$ cat src/rtl/alu_pkg.sv
// Shared encodings for the ALU shift datapath: shift ops, direction and sequencer states.
package alu_pkg;

    typedef enum logic [1:0] {
        SH_LOG = 2'b00,
        SH_ARI = 2'b01,
        SH_ROT = 2'b10,
        SH_RTC = 2'b11
    } shift_op_e;

    localparam logic DIR_LEFT  = 1'b0;
    localparam logic DIR_RIGHT = 1'b1;

    typedef enum logic [1:0] {
        IDLE  = 2'b00,
        SHIFT = 2'b01,
        DONE  = 2'b10
    } seq_state_e;

endpackage

$ cat src/rtl/shift_step.sv
// One single-bit shift/rotate step: (work, carry, dir, op) -> (next work, next carry).
module shift_step
    import alu_pkg::*;
#(
    parameter int WIDTH = 8
) (
    input  logic [WIDTH-1:0] w_i,
    input  logic             c_i,
    input  logic             dir_i,
    input  shift_op_e        op_i,
    output logic [WIDTH-1:0] w_next_o,
    output logic             c_next_o
);

    // Every op shifts out the same end bit; only the bit shifted in differs.
    assign c_next_o = (dir_i == DIR_LEFT) ? w_i[WIDTH-1] : w_i[0];

    // NOTE: default assigned first so no path through the case can infer a latch.
    always_comb begin
        w_next_o = w_i;
        case (op_i)
            SH_LOG, SH_ARI: begin
                if (dir_i == DIR_LEFT) begin
                    w_next_o = {w_i[WIDTH-2:0], 1'b0};
                end else begin
                    w_next_o = {(op_i == SH_ARI) ? w_i[WIDTH-1] : 1'b0, w_i[WIDTH-1:1]};
                end
            end
            SH_ROT: begin
                if (dir_i == DIR_LEFT) begin
                    w_next_o = {w_i[WIDTH-2:0], w_i[WIDTH-1]};
                end else begin
                    w_next_o = {w_i[0], w_i[WIDTH-1:1]};
                end
            end
            SH_RTC: begin
                if (dir_i == DIR_LEFT) begin
                    w_next_o = {w_i[WIDTH-2:0], c_i};
                end else begin
                    w_next_o = {c_i, w_i[WIDTH-1:1]};
                end
            end
            default: w_next_o = w_i;
        endcase
    end

endmodule

$ cat src/rtl/shift_sequencer.sv
// Multi-cycle shift/rotate engine: captures an operand, applies one step per clock,
// and reports the result with carry and zero flags through a start/busy/done handshake.
module shift_sequencer
    import alu_pkg::*;
#(
    parameter int WIDTH = 8,
    parameter int CNT_W = $clog2(WIDTH)
) (
    input  logic             clk,
    input  logic             rst_n,
    input  logic             start,
    input  logic             dir,
    input  logic [1:0]       op,
    input  logic [CNT_W-1:0] amount,
    input  logic [WIDTH-1:0] data_in,
    input  logic             carry_in,
    output logic             busy,
    output logic             done,
    output logic [WIDTH-1:0] data_out,
    output logic             carry,
    output logic             zero
);

    seq_state_e       state_q, state_d;
    logic [WIDTH-1:0] work_q, work_d;
    logic             carry_q, carry_d;
    logic [CNT_W-1:0] cnt_q, cnt_d;
    logic             dir_q, dir_d;
    shift_op_e        op_q, op_d;
    logic             zero_q, zero_d;

    logic [WIDTH-1:0] step_w;
    logic             step_c;

    shift_step #(
        .WIDTH (WIDTH)
    ) u_step (
        .w_i      (work_q),
        .c_i      (carry_q),
        .dir_i    (dir_q),
        .op_i     (op_q),
        .w_next_o (step_w),
        .c_next_o (step_c)
    );

    always_comb begin
        state_d = state_q;
        work_d  = work_q;
        carry_d = carry_q;
        cnt_d   = cnt_q;
        dir_d   = dir_q;
        op_d    = op_q;
        zero_d  = zero_q;

        case (state_q)
            IDLE, DONE: begin
                // A start in the DONE cycle is accepted directly, giving back-to-back ops.
                if (start) begin
                    work_d  = data_in;
                    dir_d   = dir;
                    op_d    = shift_op_e'(op);
                    carry_d = (shift_op_e'(op) == SH_RTC) ? carry_in : 1'b0;
                    cnt_d   = amount;
                    state_d = (amount == '0) ? DONE : SHIFT;
                end else begin
                    state_d = IDLE;
                end
            end
            SHIFT: begin
                work_d  = step_w;
                carry_d = step_c;
                cnt_d   = cnt_q - CNT_W'(1);
                if (cnt_q == CNT_W'(1)) begin
                    state_d = DONE;
                end
            end
            default: state_d = IDLE;
        endcase

        // Zero flag tracks the final work value on every entry to DONE, then holds.
        if (state_d == DONE) begin
            zero_d = (work_d == '0);
        end
    end

    // NOTE: sequential state uses non-blocking assignments; every register, control
    // included, is reset so an aborted operation leaves no stale state behind.
    always_ff @(posedge clk or negedge rst_n) begin
        if (!rst_n) begin
            state_q <= IDLE;
            work_q  <= '0;
            carry_q <= 1'b0;
            cnt_q   <= '0;
            dir_q   <= DIR_LEFT;
            op_q    <= SH_LOG;
            zero_q  <= 1'b0;
        end else begin
            state_q <= state_d;
            work_q  <= work_d;
            carry_q <= carry_d;
            cnt_q   <= cnt_d;
            dir_q   <= dir_d;
            op_q    <= op_d;
            zero_q  <= zero_d;
        end
    end

    assign busy     = (state_q == SHIFT);
    assign done     = (state_q == DONE);
    assign data_out = work_q;
    assign carry    = carry_q;
    assign zero     = zero_q;

endmodule

$ cat config.mk
export PLATFORM = sky130hd
export DESIGN_NAME = shift_sequencer
export DESIGN_NICKNAME = d
export VERILOG_FILES = /design/src/rtl/alu_pkg.sv /design/src/rtl/shift_step.sv /design/src/rtl/shift_sequencer.sv
export SDC_FILE = /design/constraint.sdc
export NUM_CORES = 1
export LEC_CHECK = 0
export BUFFER_PORTS_ARGS = -buffer_cell sky130_fd_sc_hd__buf_2
export CORE_MARGIN = 5
export CORE_UTILIZATION = 51
export CTS_CLUSTER_SIZE = 8
export DETAILED_ROUTE_END_ITERATION = 6
export GPL_TIMING_DRIVEN = 0
export PLACE_DENSITY = 0.78
export SLEW_MARGIN = 15
export SYNTH_ARGS = -nofsm -noshare
export SYNTH_HDL_FRONTEND = slang
export SYNTH_SLANG_ARGS = --single-unit
$ cat constraint.sdc
create_clock -name clk -period 1.9 [get_ports clk]
set_input_delay 0.095 -clock clk [delete_from_list [all_inputs] [get_ports clk]]
set_output_delay 0.095 -clock clk [all_outputs]
set_load 0.1 [all_outputs]
==> results of run 1 <==
## sequential cells by signal, summed over array words and instances, names as in the netlist
| signal | flops |
|---|---|
| data_out | 8 |
| op_q | 2 |
| state_q | 2 |
| zero | 1 |
| carry | 1 |
| dir_q | 1 |
| cnt_q | 3 |
## synthesized netlist by cell type (2+ instances only)
master / count / area share (%)
nor2b_1: 2 / 1.1
nor2_1: 7 / 2.3
o211ai_1: 2 / 1.3
dfrtp_1: 18 / 40
a22oi_1: 2 / 1.3
mux2i_1: 11 / 9.7
a21oi_1: 4 / 1.8
nand3_1: 4 / 1.8
inv_1: 4 / 1.3
o21ai_0: 6 / 2.6
buf_6: 2 / 2.0
a211oi_1: 3 / 2.0
ha_1: 2 / 2.2
o22ai_1: 4 / 2.2
nor3_1: 2 / 0.88
nand4_1: 2 / 1.1
nand2_1: 13 / 4.3
## routing by layer
layer	vias up	share of wire [%]	global-route usage [%]
met2	45	48	29.4
met4	0	1.6	5.96
li1	494	-	-
met3	4	8.0	2.94
met5	-	0	0
met1	493	43	23.2
## stage by stage
| step | area (um^2) | TNS (ps) | setup WS (ps) | hold WS, ps | std cells |
|---|---|---|---|---|---|
| after floorplan | 1140 | -88.2 | -88.2 | -201 | 113 |
| after global placement | 1330 | -72.5 | -72.5 | 48.7 | 170 |
| after detailed placement | 1330 | -74.8 | -74.8 | 47.7 | 170 |
| after CTS | 1410 | 0 | 15.3 | 11.7 | 179 |
| after global routing | 1430 | -16.8 | -16.8 | 11.7 | 180 |
| final | 1430 | 0 | 64.1 | 3.49 | 180 |
## worst reg2reg max path, stage by stage (launching register included)
cell	delay, ps
dfrtp_1	430
mux2_1	340
nand3_2	90
a41oi_2	120
or4_4	560
o41ai_2	210
## cell families (layout without fill, tap and decap cells)
group	Yosys count	count (layout)	synth area share (%)
AO/OA/AOI/OAI	31	31	20.5
flip-flops	18	18	39.7
adder cells (fa/ha/maj)	2	2	2.21
buffers and inverters	12	51	8.50
multiplexers	14	14	13.0
XOR/XNOR	1	1	0.773
AND/OR/NAND/NOR	35	35	15.2
## cells in the final DEF (no fill, tap or decap), types with 2 or more instances in the layout
cell type / Yosys / final
buf_2: 1 / 30
nand3_1: 4 / 3
nand4_1: 2 / 2
nor2b_1: 2 / 2
nor2_1: 7 / 5
dfrtp_1: 18 / 11
ha_1: 2 / 2
clkbuf_4: 0 / 3
dlygate4sd3_1: 0 / 2
a211oi_1: 3 / 3
nor2_2: 0 / 2
a21oi_1: 4 / 4
inv_6: 1 / 2
inv_1: 4 / 4
nand2_1: 13 / 13
a22oi_1: 2 / 2
o21ai_0: 6 / 6
clkbuf_8: 1 / 2
buf_4: 0 / 4
dfrtp_2: 0 / 7
nor3_1: 2 / 2
mux2i_1: 11 / 11
o22ai_1: 4 / 4
o211ai_1: 2 / 2
buf_6: 2 / 2
## how the worst max path moves through the flow
stage / end / slack, ps / cells past startpoint
global route: zero / -20 / 8
detailed placement: zero / -70 / 8
floorplan: zero / -90 / 3
finish: zero / 60 / 5
CTS: zero / 20 / 8
global placement: zero / -70 / 8
## layout make-up
| class | count | area, um^2 | share of cell area [%] |
|---|---|---|---|
| timing repair buffer | 35 | 195 | 13.7 |
| clock buffer | 4 | 36.3 | 2.54 |
| inverter | 6 | 32.5 | 2.28 |
| tap | 28 | 35.0 | 2.45 |
| multi-input combinational | 83 | 602 | 42.1 |
| buffer | 6 | 68.8 | 4.82 |
| sequential | 18 | 459 | 32.1 |
## repair_timing
item | 4_1_cts | 5_1_grt
hold buffers | 2 | 0
setup buffers | 3 | 1
pin swaps | 1 | 0
resized for setup | 1 | 4
endpoints found under the hold margin | 19 | 0
endpoints found under the setup margin | 1 | 1
==> impl_metrics.py, run 1 <==
metrics = {
    "critical_path": {
        "worstPathRequired_ps": 2110,
        "crit_path_end_kind": "register",
        "cp.arrival_ps": 2050,
        "timing.rr.end": "zero",
        "max_stage_delay_ps": 560,
        "worst-setup-path-type": "register to register",
        "r2r-start": "op_q[0]",
        "r2r_cells": 5,
        "worst-path-buf-inv": 0,
        "crit_chain": "mux2_1, nand3_2, a41oi_2, or4_4, o41ai_2",
        "cp-start-kind": "register",
        "crit_fanout": 4,
        "crit_start": "op_q[0]",
        "crit_family": "simple AND/OR/NAND/NOR gates",
        "ff2ff_setup_slack_ps": 60,
        "critical-path-slowest-cell": "or4_4",
    },
    "worst_hold_path": {
        "hp-start": "op[0]",
        "worstHoldEndpoint": "op_q[0]",
        "hold_class": "input port to register",
        "holdPathStages": 3,
    },
    "synth": {
        "synth_cells": 113,
        "ys_types": 42,
        "async_reset_ff_share_pct": 100,
        "ys.flop_type": "dfrtp_1",
        "yosysWarnings": 0,
        "synth-edff-count": 0,
        "syn_avg_cell_area_um2": 10.0,
        "syn_area_um2": 1130,
        "syn_nets": 133,
        "ys_seq_area_share_pct": 39.7,
        "synth-seq-cells": 18,
    },
    "global_route": {
        "gr-usage-all-layers_pct": 17.6,
        "grt_pass1_wl_mm": 4.54,
        "grt_max_degree": 19,
        "grt_overflow": 0,
        "grt_pass1_vias": 975,
        "antenna_found_initial": 0,
    },
    "clock_tree": {
        "clkTransAtPathRegs_ps": 110,
        "clock_sinks": 18,
        "cts_buffer_depth": 2,
        "tritoncts": "yes",
        "cts_inserted_buffers": 3,
        "cts_root_buf": "clkbuf_4",
        "clkLatencyLatePin_ps": 300,
        "h-tree-depth": 1,
    },
    "placement": {
        "io_buffers": 29,
        "routabilityCongestion": 0.879,
        "hpwl_mm": 2.00,
    },
    "timing": {
        "setup_viol": 0,
        "hold_viol_final": 0,
        "worst_pin_slew_ps": 487,
        "period_share_pct": 96.6,
        "skew_ps": 7.37,
        "drv_slew": 0,
        "period_minus_slack_ps": 1840,
        "rsz0062_at_grt": "true",
        "maxSlewHeadroom_pct": 67.8,
        "fmax_mhz": 545,
    },
    "floorplan": {
        "coreArea_um2": 2170,
        "placementRows": 17,
        "initial_core_util_pct": 52.2,
        "die_x_um": 57.1,
        "die_h_um": 57.1,
        "dieArea_um2": 3270,
        "boundaryPins": 30,
    },
    "finish": {
        "drive_gt1_share_pct": 42.8,
        "syn_to_final_growth_pct": 26.0,
        "num_antenna_cells": 0,
        "finalNetCount": 173,
        "fillers": 189,
        "utilization_pct": 65.9,
    },
    "routing": {
        "ant_nets": 0,
        "drt-wirelength-per-cell_um": 15.8,
        "drtPass1Iterations": 4,
        "vias_per_cell": 5.76,
        "drt-initial-drc-count": 37,
        "wl_mm": 2.85,
        "vias": 1036,
        "drc_errors": 0,
    },
    "outcome": {
        "run_status": "completed",
    },
    "flow_run": {
        "cap_violations": 0,
    },
}
Power of run 1 is not shown: default switching activity piles up to over one toggle a cycle in this logic, so the estimate is an artifact.
==> inputs of run 2 (changes only) <==
--- a/config.mk
+++ b/config.mk
@@ -8,6 +8,7 @@
 export BUFFER_PORTS_ARGS = -buffer_cell sky130_fd_sc_hd__buf_2
 export CORE_MARGIN = 5
 export CORE_UTILIZATION = 51
+export CTS_BUF_LIST = sky130_fd_sc_hd__clkbuf_16
 export CTS_CLUSTER_SIZE = 8
 export DETAILED_ROUTE_END_ITERATION = 6
 export GPL_TIMING_DRIVEN = 0
==> impl_metrics.py, run 2 (synthesis results as in run 1) <==
metrics = {
    "routing": {
        "ant_nets": 0,
        "drt-initial-drc-count": 29,
        "drc_errors": 0,
        "wl_mm": 2.90,
        "drt-wirelength-per-cell_um": 16.3,
        "vias_per_cell": 5.78,
        "vias": 1029,
        "drtPass1Iterations": 4,
    },
    "placement": {
        "io_buffers": 29,
        "hpwl_mm": 2.00,
        "dp_slack_ps": -74.8,
        "dp.cells": 170,
        "dpl-instance-area_um2": 1330,
        "routabilityCongestion": 0.879,
    },
    "timing": {
        "period_share_pct": 97.3,
        "setup_viol": 0,
        "rsz0062_at_grt": "false",
        "drv_slew": 0,
        "setup_ws_ps": 51.0,
        "hold_viol_final": 0,
        "setup-tns-final_ps": 0,
        "maxSlewHeadroom_pct": 67.6,
        "worst_pin_slew_ps": 490,
        "skew_ps": 6.42,
        "fmax_mhz": 541,
        "period_minus_slack_ps": 1850,
    },
    "finish": {
        "final_common_cell": "buf_2",
        "num_antenna_cells": 0,
        "finalNetCount": 171,
        "seqCellArea_um2": 459,
        "multiInputGateArea_um2": 601,
        "drive_gt1_share_pct": 42.0,
        "final-instance-count-excl-fill": 178,
        "design_area_um2": 1450,
        "largest_reg_flops": 8,
        "syn_to_final_growth_pct": 28.1,
        "fillers": 184,
        "layout_common_cells": "30 x buf_2, 13 x nand2_1, 11 x mux2i_1, 11 x dfrtp_1, 7 x dfrtp_2",
    },
    "critical_path": {
        "cp.arrival_ps": 2000,
        "cp-start-kind": "register",
        "worstPathRequired_ps": 2050,
        "crit_fanout": 4,
        "crit_path_end_kind": "register",
        "worst-setup-path-type": "register to register",
    },
    "floorplan": {
        "coreArea_um2": 2170,
        "dieArea_um2": 3270,
        "die_x_um": 57.1,
        "placementRows": 17,
        "die_h_um": 57.1,
        "boundaryPins": 30,
        "initial_core_util_pct": 52.2,
    },
    "clock_tree": {
        "clkTransAtPathRegs_ps": 60,
        "clkLatencyLatePin_ps": 250,
        "clock_sinks": 18,
        "cts_buffer_depth": 2,
        "cts_root_buf": "clkbuf_16",
        "tritoncts": "yes",
        "h-tree-depth": 1,
        "cts_inserted_buffers": 3,
    },
    "outcome": {
        "run_status": "completed",
    },
    "global_route": {
        "use_met1_pct": 23.8,
        "grt_use_met2_pct": 30.2,
        "grt_pass1_wl_mm": 4.72,
        "grt_pass1_vias": 988,
        "grt_busiest_layer": "met2",
        "gr-usage-all-layers_pct": 18.6,
        "grt_overflow": 0,
        "antenna_found_initial": 0,
        "use_met3_pct": 3.85,
        "grt_max_degree": 19,
    },
    "flow_run": {
        "cap_violations": 0,
    },
    "worst_hold_path": {
        "hold_class": "input port to register",
    },
}
-- run 2: metrics by stage --
| step | utilization (%) | hold WS [ps] |
|---|---|---|
| 3_3_place_gp | 61.1 | 48.7 |
| 2_1_floorplan | - | -201 |
| 5_1_grt | 67.0 | 43.2 |
| 6_report | 67.0 | 41.2 |
| 3_5_place_dp | 61.1 | 47.7 |
| 4_1_cts | 66.4 | 43.5 |
-- run 2: worst paths after layout --
kind | cells past startpoint | endpoint | start | slack [ps]
max in group asynchronous | 2 | carry | rst_n | 1280
min reg2reg | 2 | zero | zero | 480
max | 5 | zero | op_q[0] | 50
max reg2reg | 5 | zero | op_q[0] | 50
min in group asynchronous | 2 | data_out[4] | rst_n | 300
min | 3 | dir_q | dir | 40
-- run 2: cell type report --
cell class	instances	area share, %
flip-flops and latches	18	31.6
well taps	28	2.41
plain buffers	6	4.74
inverters	6	2.24
multi-input cells	83	41.3
clock buffers	3	5.17
clock inverters	1	0.258
repair buffers	33	12.2
-- run 2: layer usage --
layer | share of wire [%] | up-vias
met5 | 0 | -
met4 | 1.7 | 0
met3 | 7.2 | 7
met2 | 48 | 47
met1 | 43 | 487
li1 | - | 488
-- run 2: worst max-delay path: stages, from the launching register on --
cell and delay (ps):
dfrtp_1 440, mux2_4 320, nand3_1 110, a41oi_2 130, or4_4 560, o41ai_2 210
-- run 2: repair_timing --
action                                  4_1_cts  5_1_grt
endpoints found under the setup margin        1        1
setup buffers                                 3        0
hold buffers                                  1        0
hold endpoints to repair                     18        0
gates cloned                                  0        0
resized for setup                             1        4
pin swaps                                     1        0
Power of run 2 is left out for the same reason.
==> inputs of run 3 (changes only) <==
--- a/config.mk
+++ b/config.mk
@@ -7,13 +7,15 @@
 export LEC_CHECK = 0
 export BUFFER_PORTS_ARGS = -buffer_cell sky130_fd_sc_hd__buf_2
 export CORE_MARGIN = 5
-export CORE_UTILIZATION = 51
+export CORE_UTILIZATION = 52
 export CTS_BUF_LIST = sky130_fd_sc_hd__clkbuf_16
 export CTS_CLUSTER_SIZE = 8
 export DETAILED_ROUTE_END_ITERATION = 6
 export GPL_TIMING_DRIVEN = 0
-export PLACE_DENSITY = 0.78
+export PLACE_DENSITY = 0.79
+export REMOVE_ABC_BUFFERS = 1
 export SLEW_MARGIN = 15
 export SYNTH_ARGS = -nofsm -noshare
 export SYNTH_HDL_FRONTEND = slang
+export SYNTH_HIERARCHICAL = 1
 export SYNTH_SLANG_ARGS = --single-unit
==> impl_metrics.py, run 3 <==
metrics = {
    "critical_path": {
        "ff2ff_setup_slack_ps": -80,
        "crit_fanout": 6,
        "worst-path-buf-inv": 0,
        "worstPathRequired_ps": 2060,
        "crit_chain": "mux2_4, nand2_2, a31oi_2, mux2i_1, mux2i_1, or4_4, o31ai_4",
        "r2r-start": "data_out[7]",
        "worst-setup-path-type": "register to register",
        "critical-path-slowest-cell": "or4_4",
        "max_stage_delay_ps": 520,
        "crit_top_cell": "mux2i_1",
        "crit_family": "multiplexers",
        "r2r_cells": 7,
        "cp-start-kind": "register",
        "cp_num_cells": 7,
        "timing.rr.end": "zero",
        "cp.arrival_ps": 2150,
        "crit_path_end_kind": "register",
    },
    "outcome": {
        "violations": "setup timing",
        "run_status": "finished with violations",
    },
    "finish": {
        "final_common_cell": "buf_2",
        "drive_gt1_share_pct": 45.9,
        "largest_reg_flops": 8,
        "num_antenna_cells": 0,
        "syn_to_final_growth_pct": 29.9,
        "utilization_pct": 69.7,
        "finalNetCount": 167,
        "layout_common_cells": "29 x buf_2, 27 x mux2i_1, 14 x dfrtp_1, 12 x buf_4, 9 x mux2_2",
    },
    "synth": {
        "ys.flop_type": "dfrtp_1",
        "async_reset_ff_share_pct": 100,
        "yosys-top-cells-area": "dfrtp_1 38%, mux2i_1 23%, mux2_2 9.6%",
        "yosysMostFrequentCell": "mux2i_1",
        "syn_area_um2": 1170,
        "ys_seq_area_share_pct": 38.3,
        "yosys.area.top_type": "dfrtp_1",
        "syn_avg_cell_area_um2": 11.2,
        "synthTopCellsByCount": "27 x mux2i_1, 18 x dfrtp_1, 10 x mux2_2, 7 x nand2_1, 5 x buf_6",
        "synth.top_cell.area_share_pct": 38.3,
        "ys_types": 26,
        "synth-seq-cells": 18,
        "yosysWarnings": 6,
        "synth_cells": 105,
        "synth-edff-count": 0,
    },
    "routing": {
        "drtPass1Iterations": 4,
        "drc_errors": 0,
        "vias": 941,
        "drt-wirelength-per-cell_um": 15.9,
        "wl_mm": 2.78,
        "ant_nets": 0,
        "drt-initial-drc-count": 23,
        "vias_per_cell": 5.41,
    },
    "clock_tree": {
        "cts_root_buf": "clkbuf_16",
        "clkTransAtPathRegs_ps": 50,
        "cts_buffer_depth": 2,
        "tritoncts": "yes",
        "clock_sinks": 18,
        "clkLatencyLatePin_ps": 250,
        "h-tree-depth": 1,
        "cts_inserted_buffers": 3,
    },
    "timing": {
        "setup_ws_ps": -83.5,
        "hold_viol_final": 0,
        "skew_ps": 1.77,
        "setup_viol": 2,
        "drv_slew": 0,
        "whs_ps": 77.2,
        "period_minus_slack_ps": 1980,
        "maxSlewHeadroom_pct": 67.5,
        "fmax_mhz": 504,
        "worst_pin_slew_ps": 490,
        "period_share_pct": 104,
        "rsz0062_at_grt": "true",
    },
    "global_route": {
        "antenna_found_initial": 0,
        "grt_pass1_vias": 979,
        "grt_overflow": 0,
        "grt_max_degree": 19,
        "gr-usage-all-layers_pct": 17.5,
        "grt_pass1_wl_mm": 4.53,
    },
    "floorplan": {
        "dieArea_um2": 3310,
        "initial_core_util_pct": 53.6,
        "die_h_um": 57.5,
        "die_x_um": 57.5,
        "placementRows": 17,
        "boundaryPins": 30,
        "coreArea_um2": 2190,
    },
    "worst_hold_path": {
        "holdPathStages": 2,
        "worstHoldEndpoint": "dir_q",
        "hp-start": "dir",
        "hold_class": "input port to register",
    },
    "placement": {
        "dp_slack_ps": -235,
        "routabilityCongestion": 0.752,
        "hpwl_mm": 1.80,
        "io_buffers": 29,
    },
    "flow_run": {
        "cap_violations": 0,
    },
}
[run 3: cell count changes after synthesis, sizes merged, moves of 4 or more]
cell / change
o22ai: -4
mux2: +9
nand3: -4
mux2i: +16
nand2: -7
[run 3: cell type report]
cell class	instances	area, um^2
repair buffers	44	277
fillers	152	664
inverters	5	18.8
flip-flops and latches	18	455
clock inverters	1	3.75
clock buffers	3	75.1
well taps	28	35.0
multi-input cells	75	662
[run 3: worst reg2reg max path: stages (launching register included)]
cell and delay (ps):
dfrtp_2 440, mux2_4 290, nand2_2 70, a31oi_2 90, mux2i_1 180, mux2i_1 150, or4_4 520, o31ai_4 160
[run 3: cells by family (layout without fill, tap and decap cells)]
logic type,count (synthesis),after routing,synth area share [%]
xor gates and xnor gates,2,2,1.49
muxes,39,39,34.5
DFF,18,18,38.3
and+or+nand+nor,20,20,8.52
AOI/OAI and AO/OA,12,12,6.92
adders and majority gates,2,2,2.13
buffers and inverters,12,53,8.09
[run 3: worst max-delay path by stage]
stage	from	endpoint	slack, ps
2_1_floorplan	state_q[0]	zero	-860
3_3_place_gp	dir_q	zero	-170
3_5_place_dp	dir_q	zero	-230
4_1_cts	dir_q	zero	-70
5_1_grt	dir_q	zero	-140
6_report	data_out[7]	zero	-80
[run 3: per-stage QoR]
step,setup TNS [ps],std cells,cell area [um^2]
after global placement,-167,155,1280
after CTS,-128,169,1460
after floorplan,-2090,98,1100
final,-149,174,1530
after global routing,-273,174,1530
after detailed placement,-235,155,1280
[run 3: what timing repair did]
item,in CTS,in global routing
pin swaps,3,4
resized for setup,5,7
hold buffers,1,0
gates cloned,0,0
setup endpoints to repair,1,3
hold endpoints to repair,18,0
setup buffers,9,5
[run 3: per-layer routing]
metal	GRT usage (%)	up-vias	wire length, um
met1	22.0	459	1210
met3	3.85	4	118
met5	0	-	0
met2	29.2	21	1410
met4	6.62	0	31
li1	-	457	-
Power of run 3 is left out for the same reason.
